### config.mk
export PLATFORM = sky130hd
export DESIGN_NAME = channel_strip
export DESIGN_NICKNAME = d
export VERILOG_FILES = /design/src/rtl/channel_strip.sv
export SDC_FILE = /design/constraint.sdc
export NUM_CORES = 1
export LEC_CHECK = 0
export BUFFER_PORTS_ARGS = -buffer_cell sky130_fd_sc_hd__buf_2
export CORE_AREA = 10 10 111 113
export DETAILED_ROUTE_END_ITERATION = 8
export DIE_AREA = 0 0 121 123
export PLACE_DENSITY = 0.77
export SETUP_SLACK_MARGIN = 0.5
export SLEW_MARGIN = 5
export SYNTH_ARGS = -nofsm -noshare
export SYNTH_HDL_FRONTEND = slang
export SYNTH_SLANG_ARGS = --single-unit
### constraint.sdc
create_clock -name CLOCK_50 -period 2.9 [get_ports CLOCK_50]
set_clock_uncertainty 0.15 [all_clocks]
set_input_delay 0.29 -clock CLOCK_50 [delete_from_list [all_inputs] [get_ports CLOCK_50]]
set_output_delay 0.29 -clock CLOCK_50 [all_outputs]
set_load 0.02 [all_outputs]
### src/rtl/channel_strip.sv
// Keypad-driven channel strip UI: scans and debounces a 4x4 keypad, edits four
// two-digit BCD parameters with mute flags, and drives a multiplexed 4-digit display.
module channel_strip #(
    parameter int SCAN_DIV    = 256,
    parameter int DEBOUNCE    = 4096,
    parameter int REFRESH_DIV = 1024
) (
    input  logic       CLOCK_50,
    input  logic       reset_n,
    output logic [3:0] kpc,
    input  logic [3:0] kpr,
    output logic [7:0] leds,
    output logic [3:0] ct
);
    localparam int SW = $clog2(SCAN_DIV + 1);
    localparam int DW = $clog2(DEBOUNCE + 1);
    localparam int RW = $clog2(REFRESH_DIV + 1);
    localparam logic [SW-1:0] SCAN_LAST = SW'(SCAN_DIV - 1);
    localparam logic [DW-1:0] DEB_LAST  = DW'(DEBOUNCE - 1);
    localparam logic [RW-1:0] REF_LAST  = RW'(REFRESH_DIV - 1);

    // Key values: 0-9 digits, 10-13 = A-D, 14 = '*', 15 = '#'.
    localparam logic [3:0] K_STAR = 4'd14;
    localparam logic [3:0] K_HASH = 4'd15;

    typedef enum logic [1:0] {IDLE, PRESS_WAIT, HELD, RELEASE_WAIT} state_t;

    state_t          state_q, state_d;
    logic [3:0]      kpr_s1_q, kpr_s2_q;
    logic [1:0]      col_q, col_d;
    logic [SW-1:0]   scan_cnt_q, scan_cnt_d;
    logic [DW-1:0]   deb_cnt_q, deb_cnt_d;
    logic [3:0]      code_q, code_d;
    logic            ev_q, ev_d;
    logic [3:0]      ev_key_q, ev_key_d;
    logic            any_low;
    logic [1:0]      row_idx;
    logic [3:0]      cur_code;

    logic [3:0][3:0] tens_q, ones_q;
    logic [3:0]      mute_q;
    logic [1:0]      sel_q;

    logic [RW-1:0]   ref_cnt_q;
    logic [1:0]      dig_q, dig_nxt;
    logic [7:0]      leds_q, leds_nxt;

    function automatic logic [7:0] seg7(input logic [3:0] v);
        case (v)
            4'd0:    seg7 = 8'hC0;
            4'd1:    seg7 = 8'hF9;
            4'd2:    seg7 = 8'hA4;
            4'd3:    seg7 = 8'hB0;
            4'd4:    seg7 = 8'h99;
            4'd5:    seg7 = 8'h92;
            4'd6:    seg7 = 8'h82;
            4'd7:    seg7 = 8'hF8;
            4'd8:    seg7 = 8'h80;
            4'd9:    seg7 = 8'h90;
            default: seg7 = 8'hFF;
        endcase
    endfunction

    // Index is {3-row, 3-col}: top row / leftmost column first.
    function automatic logic [3:0] key_value(input logic [3:0] code);
        case ({~code[1:0], ~code[3:2]})
            4'd0:  key_value = 4'd1;
            4'd1:  key_value = 4'd2;
            4'd2:  key_value = 4'd3;
            4'd3:  key_value = 4'd10;
            4'd4:  key_value = 4'd4;
            4'd5:  key_value = 4'd5;
            4'd6:  key_value = 4'd6;
            4'd7:  key_value = 4'd11;
            4'd8:  key_value = 4'd7;
            4'd9:  key_value = 4'd8;
            4'd10: key_value = 4'd9;
            4'd11: key_value = 4'd12;
            4'd12: key_value = K_STAR;
            4'd13: key_value = 4'd0;
            4'd14: key_value = K_HASH;
            default: key_value = 4'd13;
        endcase
    endfunction

    always_ff @(posedge CLOCK_50 or negedge reset_n) begin
        if (!reset_n) begin
            kpr_s1_q <= 4'hF;
            kpr_s2_q <= 4'hF;
        end else begin
            kpr_s1_q <= kpr;
            kpr_s2_q <= kpr_s1_q;
        end
    end

    always_comb begin
        any_low = ~&kpr_s2_q;
        if (!kpr_s2_q[3])      row_idx = 2'd3;
        else if (!kpr_s2_q[2]) row_idx = 2'd2;
        else if (!kpr_s2_q[1]) row_idx = 2'd1;
        else                   row_idx = 2'd0;
        cur_code = {col_q, row_idx};
    end

    always_ff @(posedge CLOCK_50 or negedge reset_n) begin
        if (!reset_n) begin
            state_q    <= IDLE;
            col_q      <= 2'd3;
            scan_cnt_q <= '0;
            deb_cnt_q  <= '0;
            code_q     <= '0;
            ev_q       <= 1'b0;
            ev_key_q   <= '0;
        end else begin
            state_q    <= state_d;
            col_q      <= col_d;
            scan_cnt_q <= scan_cnt_d;
            deb_cnt_q  <= deb_cnt_d;
            code_q     <= code_d;
            ev_q       <= ev_d;
            ev_key_q   <= ev_key_d;
        end
    end

    always_comb begin
        state_d    = state_q;
        col_d      = col_q;
        scan_cnt_d = scan_cnt_q;
        deb_cnt_d  = deb_cnt_q;
        code_d     = code_q;
        ev_d       = 1'b0;
        ev_key_d   = ev_key_q;
        case (state_q)
            IDLE: begin
                if (any_low) begin
                    state_d    = PRESS_WAIT;
                    deb_cnt_d  = '0;
                    code_d     = cur_code;
                    scan_cnt_d = '0;
                end else if (scan_cnt_q == SCAN_LAST) begin
                    scan_cnt_d = '0;
                    col_d      = col_q - 2'd1;
                end else begin
                    scan_cnt_d = scan_cnt_q + 1'b1;
                end
            end
            PRESS_WAIT: begin
                if (!any_low) begin
                    state_d   = IDLE;
                    deb_cnt_d = '0;
                end else if (cur_code != code_q) begin
                    code_d    = cur_code;
                    deb_cnt_d = '0;
                end else if (deb_cnt_q == DEB_LAST) begin
                    state_d   = HELD;
                    deb_cnt_d = '0;
                    ev_d      = 1'b1;
                    ev_key_d  = key_value(code_q);
                end else begin
                    deb_cnt_d = deb_cnt_q + 1'b1;
                end
            end
            HELD: begin
                if (!any_low) begin
                    state_d   = RELEASE_WAIT;
                    deb_cnt_d = '0;
                end
            end
            default: begin
                if (any_low) begin
                    state_d   = HELD;
                    deb_cnt_d = '0;
                end else if (deb_cnt_q == DEB_LAST) begin
                    state_d   = IDLE;
                    deb_cnt_d = '0;
                end else begin
                    deb_cnt_d = deb_cnt_q + 1'b1;
                end
            end
        endcase
    end

    // A-D map to sel 0-3: low two bits of 10..13 minus two.
    always_ff @(posedge CLOCK_50 or negedge reset_n) begin
        if (!reset_n) begin
            tens_q <= '0;
            ones_q <= '0;
            mute_q <= '0;
            sel_q  <= 2'd0;
        end else if (ev_q) begin
            if (ev_key_q < 4'd10) begin
                tens_q[sel_q] <= ones_q[sel_q];
                ones_q[sel_q] <= ev_key_q;
            end else if (ev_key_q == K_STAR) begin
                tens_q[sel_q] <= 4'd0;
                ones_q[sel_q] <= 4'd0;
            end else if (ev_key_q == K_HASH) begin
                mute_q[sel_q] <= ~mute_q[sel_q];
            end else begin
                sel_q <= ev_key_q[1:0] - 2'd2;
            end
        end
    end

    always_comb begin
        dig_nxt = dig_q + 2'd1;
        case (dig_nxt)
            2'd0: leds_nxt = seg7(ones_q[sel_q]) & {~mute_q[sel_q], 7'h7F};
            2'd1: leds_nxt = seg7(tens_q[sel_q]);
            2'd2: leds_nxt = 8'hFF;
            default: begin
                case (sel_q)
                    2'd0:    leds_nxt = 8'h88;
                    2'd1:    leds_nxt = 8'h83;
                    2'd2:    leds_nxt = 8'hC6;
                    default: leds_nxt = 8'hA1;
                endcase
            end
        endcase
    end

    // Pattern is loaded on the same edge the digit enable moves.
    always_ff @(posedge CLOCK_50 or negedge reset_n) begin
        if (!reset_n) begin
            ref_cnt_q <= '0;
            dig_q     <= 2'd0;
            leds_q    <= 8'hC0;
        end else if (ref_cnt_q == REF_LAST) begin
            ref_cnt_q <= '0;
            dig_q     <= dig_nxt;
            leds_q    <= leds_nxt;
        end else begin
            ref_cnt_q <= ref_cnt_q + 1'b1;
        end
    end

    assign kpc  = ~(4'b0001 << col_q);
    assign ct   = 4'b0001 << dig_q;
    assign leds = leds_q;
endmodule

After elaboration in Yosys (flattened, before gate mapping)
Memory sizes are Yosys's and may differ from the RTL's. A register that Yosys moved wholly into a read port is not among the register bits.
Cells that the tools add are included.
- flip-flop bits (word level): 98
- bits in latches: 0
- memory bits (writable): 0
- ROM bits: 288
- output and inout port bits: 16
- word-level logic and storage cells: 132
- memories kept: 3
- memory list (memory ; depth ; width ; rd ports ; clocked after memory_dff ; write ports ; RTL line ; source):
    (name not given) ; 16 ; 7 ; 1 ; 0 ; 0 ; 49 ; case (v)
    (name not given) ; 16 ; 7 ; 1 ; 0 ; 0 ; 49 ;
    (name not given) ; 16 ; 4 ; 1 ; 1 ; 0 ; 66 ; case ({~code[1:0], ~code[3:2]})
- add/subtract/negate cells: 6
- multipliers: 0
- divide/modulo/power cells: 0
- order comparisons: 3
- equality and inequality tests: 19
- shifts and indexed selects: 2
- mux-type cells: 49
- bitwise operators: 13
- reductions and logical operators: 16
- operators with widths (operator ; number):
    $mux 13 ; 6
    $mux 16 ; 4
    $pmux 13 s3 ; 1
    $and 16x16->16 ; 2
    $bwmux 16 ; 2
    $mux 4 ; 6
    $pmux 8 s3 ; 1
    $pmux 7 s3 ; 1
    $reduce_and 4->1 ; 5
    $mux 2 ; 9
    $mux 9 ; 2
    $bmux 4 s2 ; 2
    $not 16->16 ; 1
    $add 13x1->13 const B ; 1
    $eq 13x12->1 const B ; 1
    $add 11x1->11 const B ; 1
    $eq 11x10->1 const B ; 1
    $mux 11 ; 1
    $add 9x1->9 const B ; 1
    $eq 9x8->1 const B ; 1
    $and 8x8->8 ; 1
    $demux 4 s2 ; 1
    $eq 4x4->1 const B ; 2
    $mux 8 ; 1
    29 further kinds ; 54

Logic depth before layout (Yosys ltp)
- depth in word-level cells: 8
- gate-level depth with buffers: 9

Worst setup path before layout
OpenSTA, ideal clock, no wires.
- path kind: register -> register
- start point: register sel_q[0]
- end point: register leds_q[1] (netlist: leds[1])
- library setup time: 0.135 ns
- arrival time: 2.063 ns
- data required time: 2.615 ns
- slack: 0.551 ns
- cell stages (with the launch flop): 9
- period minus slack after synthesis: 2.349 ns
- cells stage by stage: dfrtp_1 buf_6 mux4_1 inv_1 ha_1 nand2_1 nand2_1 a221oi_1 o31ai_1
- longest elaborated chain between the ends: 6
- ends and longest elaborated chain (element ; RTL line ; source):
    from (decl) ; 42 ; logic [1:0] sel_q;
    from (signal assigned) ; 200 ; sel_q <= ev_key_q[1:0] - 2'd2;
    $bmux 4 s2 ; 208 ; 2'd0: leds_nxt = seg7(ones_q[sel_q]) & {~mute_q[sel_q], 7'h7F};
    $mux 4 (implied by the code) ; 208 ;
    $mem_v2 16x7 ; -- ;
    $mux 8 ; 207 ; case (dig_nxt)
    $and 8x8->8 ; 208 ;
    $pmux 8 s3 * ; 207 ;
    to (signal assigned) ; 231 ; leds_q <= leds_nxt;
    to (decl) ; 46 ; logic [7:0] leds_q, leds_nxt;
Every way passes the cells marked *; elsewhere a longest branch is shown, timed or not. The select of a mux whose other input is x is not followed.
A chain may end at the register's enable or synchronous reset.

Worst setup path after layout
- start point: register kpr_s2_q[2]
- end point: register deb_cnt_q[4]
- longest elaborated chain between the ends: 6
- ends and longest elaborated chain (element ; RTL line ; source):
    from (decl) ; 29 ; logic [3:0] kpr_s1_q, kpr_s2_q;
    from (signal assigned) ; 92 ; kpr_s2_q <= kpr_s1_q;
    $mux 2 ; 99 ; else if (!kpr_s2_q[2]) row_idx = 2'd2;
    $mux 2 ; 98 ; if (!kpr_s2_q[3]) row_idx = 2'd3;
    $ne 4x4->1 ; 151 ; end else if (cur_code != code_q) begin
    $mux 13 ; 151 ;
    $mux 13 ; 148 ; if (!any_low) begin
    $pmux 13 s3 ; 133 ; case (state_q)
    to (signal assigned) ; 118 ; deb_cnt_q <= deb_cnt_d;
    to (decl) ; 32 ; logic [DW-1:0] deb_cnt_q, deb_cnt_d;
Parallel ways exist; a longest one is shown, timed or not.

==> flow_summary_export.csv <==
group,metric,value,unit
run_status,status,"finished clean",
clock_tree,clkTransAtPathRegs,90,ps
grt,antenna_found_initial,0,
yosys,ys_seq_elements,102,
final_layout,fillers,828,
yosys,ys_seq_area_share,47.11,%
timing,slew_violations,0,
routing,num_vias,4015,
yosys,synth_top_area_cell,"dfrtp_1",
die,chipWidth,121,um
setup_path,crit_path_end_kind,"flop",
yosys,yosysMostFrequentCell,"nand2_1",
grt,grt_max_degree,55,
setup_path,startpoint_type,"flop",
clock_tree,clkLatencyLatePin,380,ps
yosys,yosys_warnings,0,
die,core,10140,sq um
worst_hold_path,hold_depth,0,
routing,avgViaCountPerCell,5.615,
clock_tree,clockBufferDepth,2,
timing,rsz0062_at_grt,"true",
routing,drc,0,
timing,finalCriticalPeriod,2348,ps
yosys,synthFlopType,"dfrtp_1",
routing,wirelength,10.82,mm
yosys,synth_nets,583,
routing,first_pass_iters,5,
timing,max_freq,0.4259,GHz
clock_tree,cts_buffers,9,
timing,relSlewSlack,53.41,%
final_layout,drive_gt1_share,17.44,%
final_layout,nets,615,
timing,post-route-period-util,80.97,%
setup_path,path_buf_inv,0,
timing,worst-slew-pin-transition,698.9,ps
yosys,avgSynthCellArea,10.06,sq um
grt,grt_usage,15.02,%
final_layout,syn_to_final_growth,11.43,%
power_and_ir_drop,p_total,0.002963,W
die,dieArea,14880,sq um
clock_tree,cts_tree,"yes",
yosys,synth_edf_count,0,
yosys,synth_area_leaders,"dfrtp_1 (41%), ha_1 (8.0%), nand2_1 (6.3%)",
timing,finalSetupViolCount,0,
die,start_util,53.76,%
setup_path,critical_path_depth,6,
setup_path,slowest_delay,590,ps
yosys,synth_top_area_share,41.32,%
setup_path,crit_chain,"nand4_1, nand2_1, nor3_1, a22oi_1, o21ai_0, a22o_1",
setup_path,cpLargestDelayFamily,"compound AO/OA/AOI/OAI gates",
placement,hpwlAfterDp,7.605,mm
power_and_ir_drop,power.density,487.9,nW/um^2
die,die_h,123,um
placement,port_buffers,21,
die,rows,37,
routing,drtIter0Drc,246,
placement,place.gp.congestion,0.8645,
setup_path,required,3000,ps
grt,grt_pass1_vias,4034,
routing,wl_per_cell,15.14,um
final_layout,n_antenna_cell,0,
die,io_pins,22,
grt,grt_pass1_wl,18.65,mm
yosys,ys_types,54,
flow_run,max-cap-violations,0,
routing,ant_nets,0,
worst_hold_path,hold_path_class,"flop to flop",
setup_path,critPathKind,"flop to flop",
setup_path,slowest_stage,"dfstp_2",
timing,timing.hold.ws,203.9,ps
placement,detailedPlace.worstSlack,302.8,ps
setup_path,worst-path-max-fanout,8,
power_and_ir_drop,ir_drop,358.6,uV
clock_tree,h-tree-depth,3,
yosys,synthCells,542,
timing,finalSetupTns,0,ps
clock_tree,root_buffer,"clkbuf_8",
grt,grt_overflow,0,
power_and_ir_drop,total_leakage_power,2.700,nW
yosys,synthArstFlopShare,100.0,%
yosys,synth_common_cells,"nand2_1 (91), dfrtp_1 (90), o21ai_0 (55)",
clock_tree,cts.sinks,102,
setup_path,reg2regPathDepth,6,
yosys,synth_area,5450,sq um
setup_path,cp.arrival,2450,ps
timing,worst_slack,551.9,ps
timing,hold_violations,0,
## repair_timing
action,4_1_cts,5_1_grt
pin swaps,0,3
gates resized for setup,2,21
setup buffers,0,5
setup endpoints to repair,12,18
hold buffers,5,0
endpoints found under the hold margin,52,0
## worst register-to-register path, cell delays in order (launching register included)
cell and delay [ps]:
dfstp_2 590, nand4_1 300, nand2_1 260, nor3_1 90, a22oi_1 450, o21ai_0 150
a22o_1 250
## flip-flops by register name (all words and copies together), names as in the netlist, 8 cells and up, named ones only
signal	flops
ones_q	16
tens_q	16
deb_cnt_q	13
ref_cnt_q	11
scan_cnt_q	9
leds	8
## layer usage
layer | wire, um | track usage [%] | vias up
met5 | 0 | 0 | -
met4 | 233 | 6.033 | 0
met3 | 406 | 2.735 | 21
met2 | 5416 | 26.22 | 71
met1 | 4766 | 18.02 | 1971
li1 | - | - | 1952
## worst paths after layout
check | from | endpoint | slack, ps
max | kpr_s2_q[2] | deb_cnt_q[4] | 550
min | kpr_s1_q[0] | kpr_s2_q[0] | 200
max reg2reg | kpr_s2_q[2] | deb_cnt_q[4] | 550
min reg2reg | kpr_s1_q[0] | kpr_s2_q[0] | 200
max in group asynchronous | reset_n | kpr_s1_q[1] | 1490
min in group asynchronous | reset_n | leds[4] | 340
## cell type report
| cell class | count | area (sq um) | share of cell area, % |
|---|---|---|---|
| multi-input combinational | 387 | 2703 | 44.50 |
| sequential | 102 | 2572 | 42.36 |
| timing repair buffer | 39 | 280.3 | 4.615 |
| tap | 136 | 170.2 | 2.802 |
| inverter | 35 | 133.9 | 2.204 |
| clock buffer | 10 | 127.6 | 2.101 |
| clock inverter | 6 | 86.33 | 1.422 |
## where the power goes
group / internal (W) / leakage, nW / switching (W) / total [W]
clock: 0.000487 / 0.107 / 0.000501 / 0.000988
combinational: 0.000192 / 1.24 / 0.000257 / 0.000449
sequential: 0.00147 / 1.35 / 0.0000599 / 0.00153
total: 0.00215 / 2.70 / 0.000818 / 0.00296
## placed cells by master (no fill, tap or decap), drive strengths merged, types with 7 or more instances in the layout
master  synthesis  routed
xor2            7       7
a21oi           7       7
clkbuf         10      10
dfrtp          90      90
nor2           27      27
nand3          21      21
mux4            9       9
inv            35      36
mux2i          12      12
buf             8      34
nand2          91      91
mux2           13      13
nand2b          8       8
o31ai           7       7
ha             35      35
xnor2          10      10
o21ai          57      57
a22o            9       9
dfstp          12      12
## kinds of logic after synthesis
| group | count (synthesis) | synth area share, % |
|---|---|---|
| buffers and inverters | 53 | 4.064 |
| and+or+nand+nor | 182 | 15.20 |
| muxes | 34 | 8.884 |
| xor gates and xnor gates | 17 | 2.732 |
| AOI/OAI and AO/OA | 119 | 13.98 |
| DFF | 102 | 47.11 |
| adders and majority gates | 35 | 8.035 |
## per-stage QoR
stage,area (sq um),instances,util [%]
after floorplan,5450,542,-
after global placement,5710,689,56.32
after detailed placement,5710,689,56.32
after CTS,5984,710,59.03
after global routing,6073,715,59.90
final,6073,715,59.90
No activity file was read; power rests on OpenSTA's default activity.
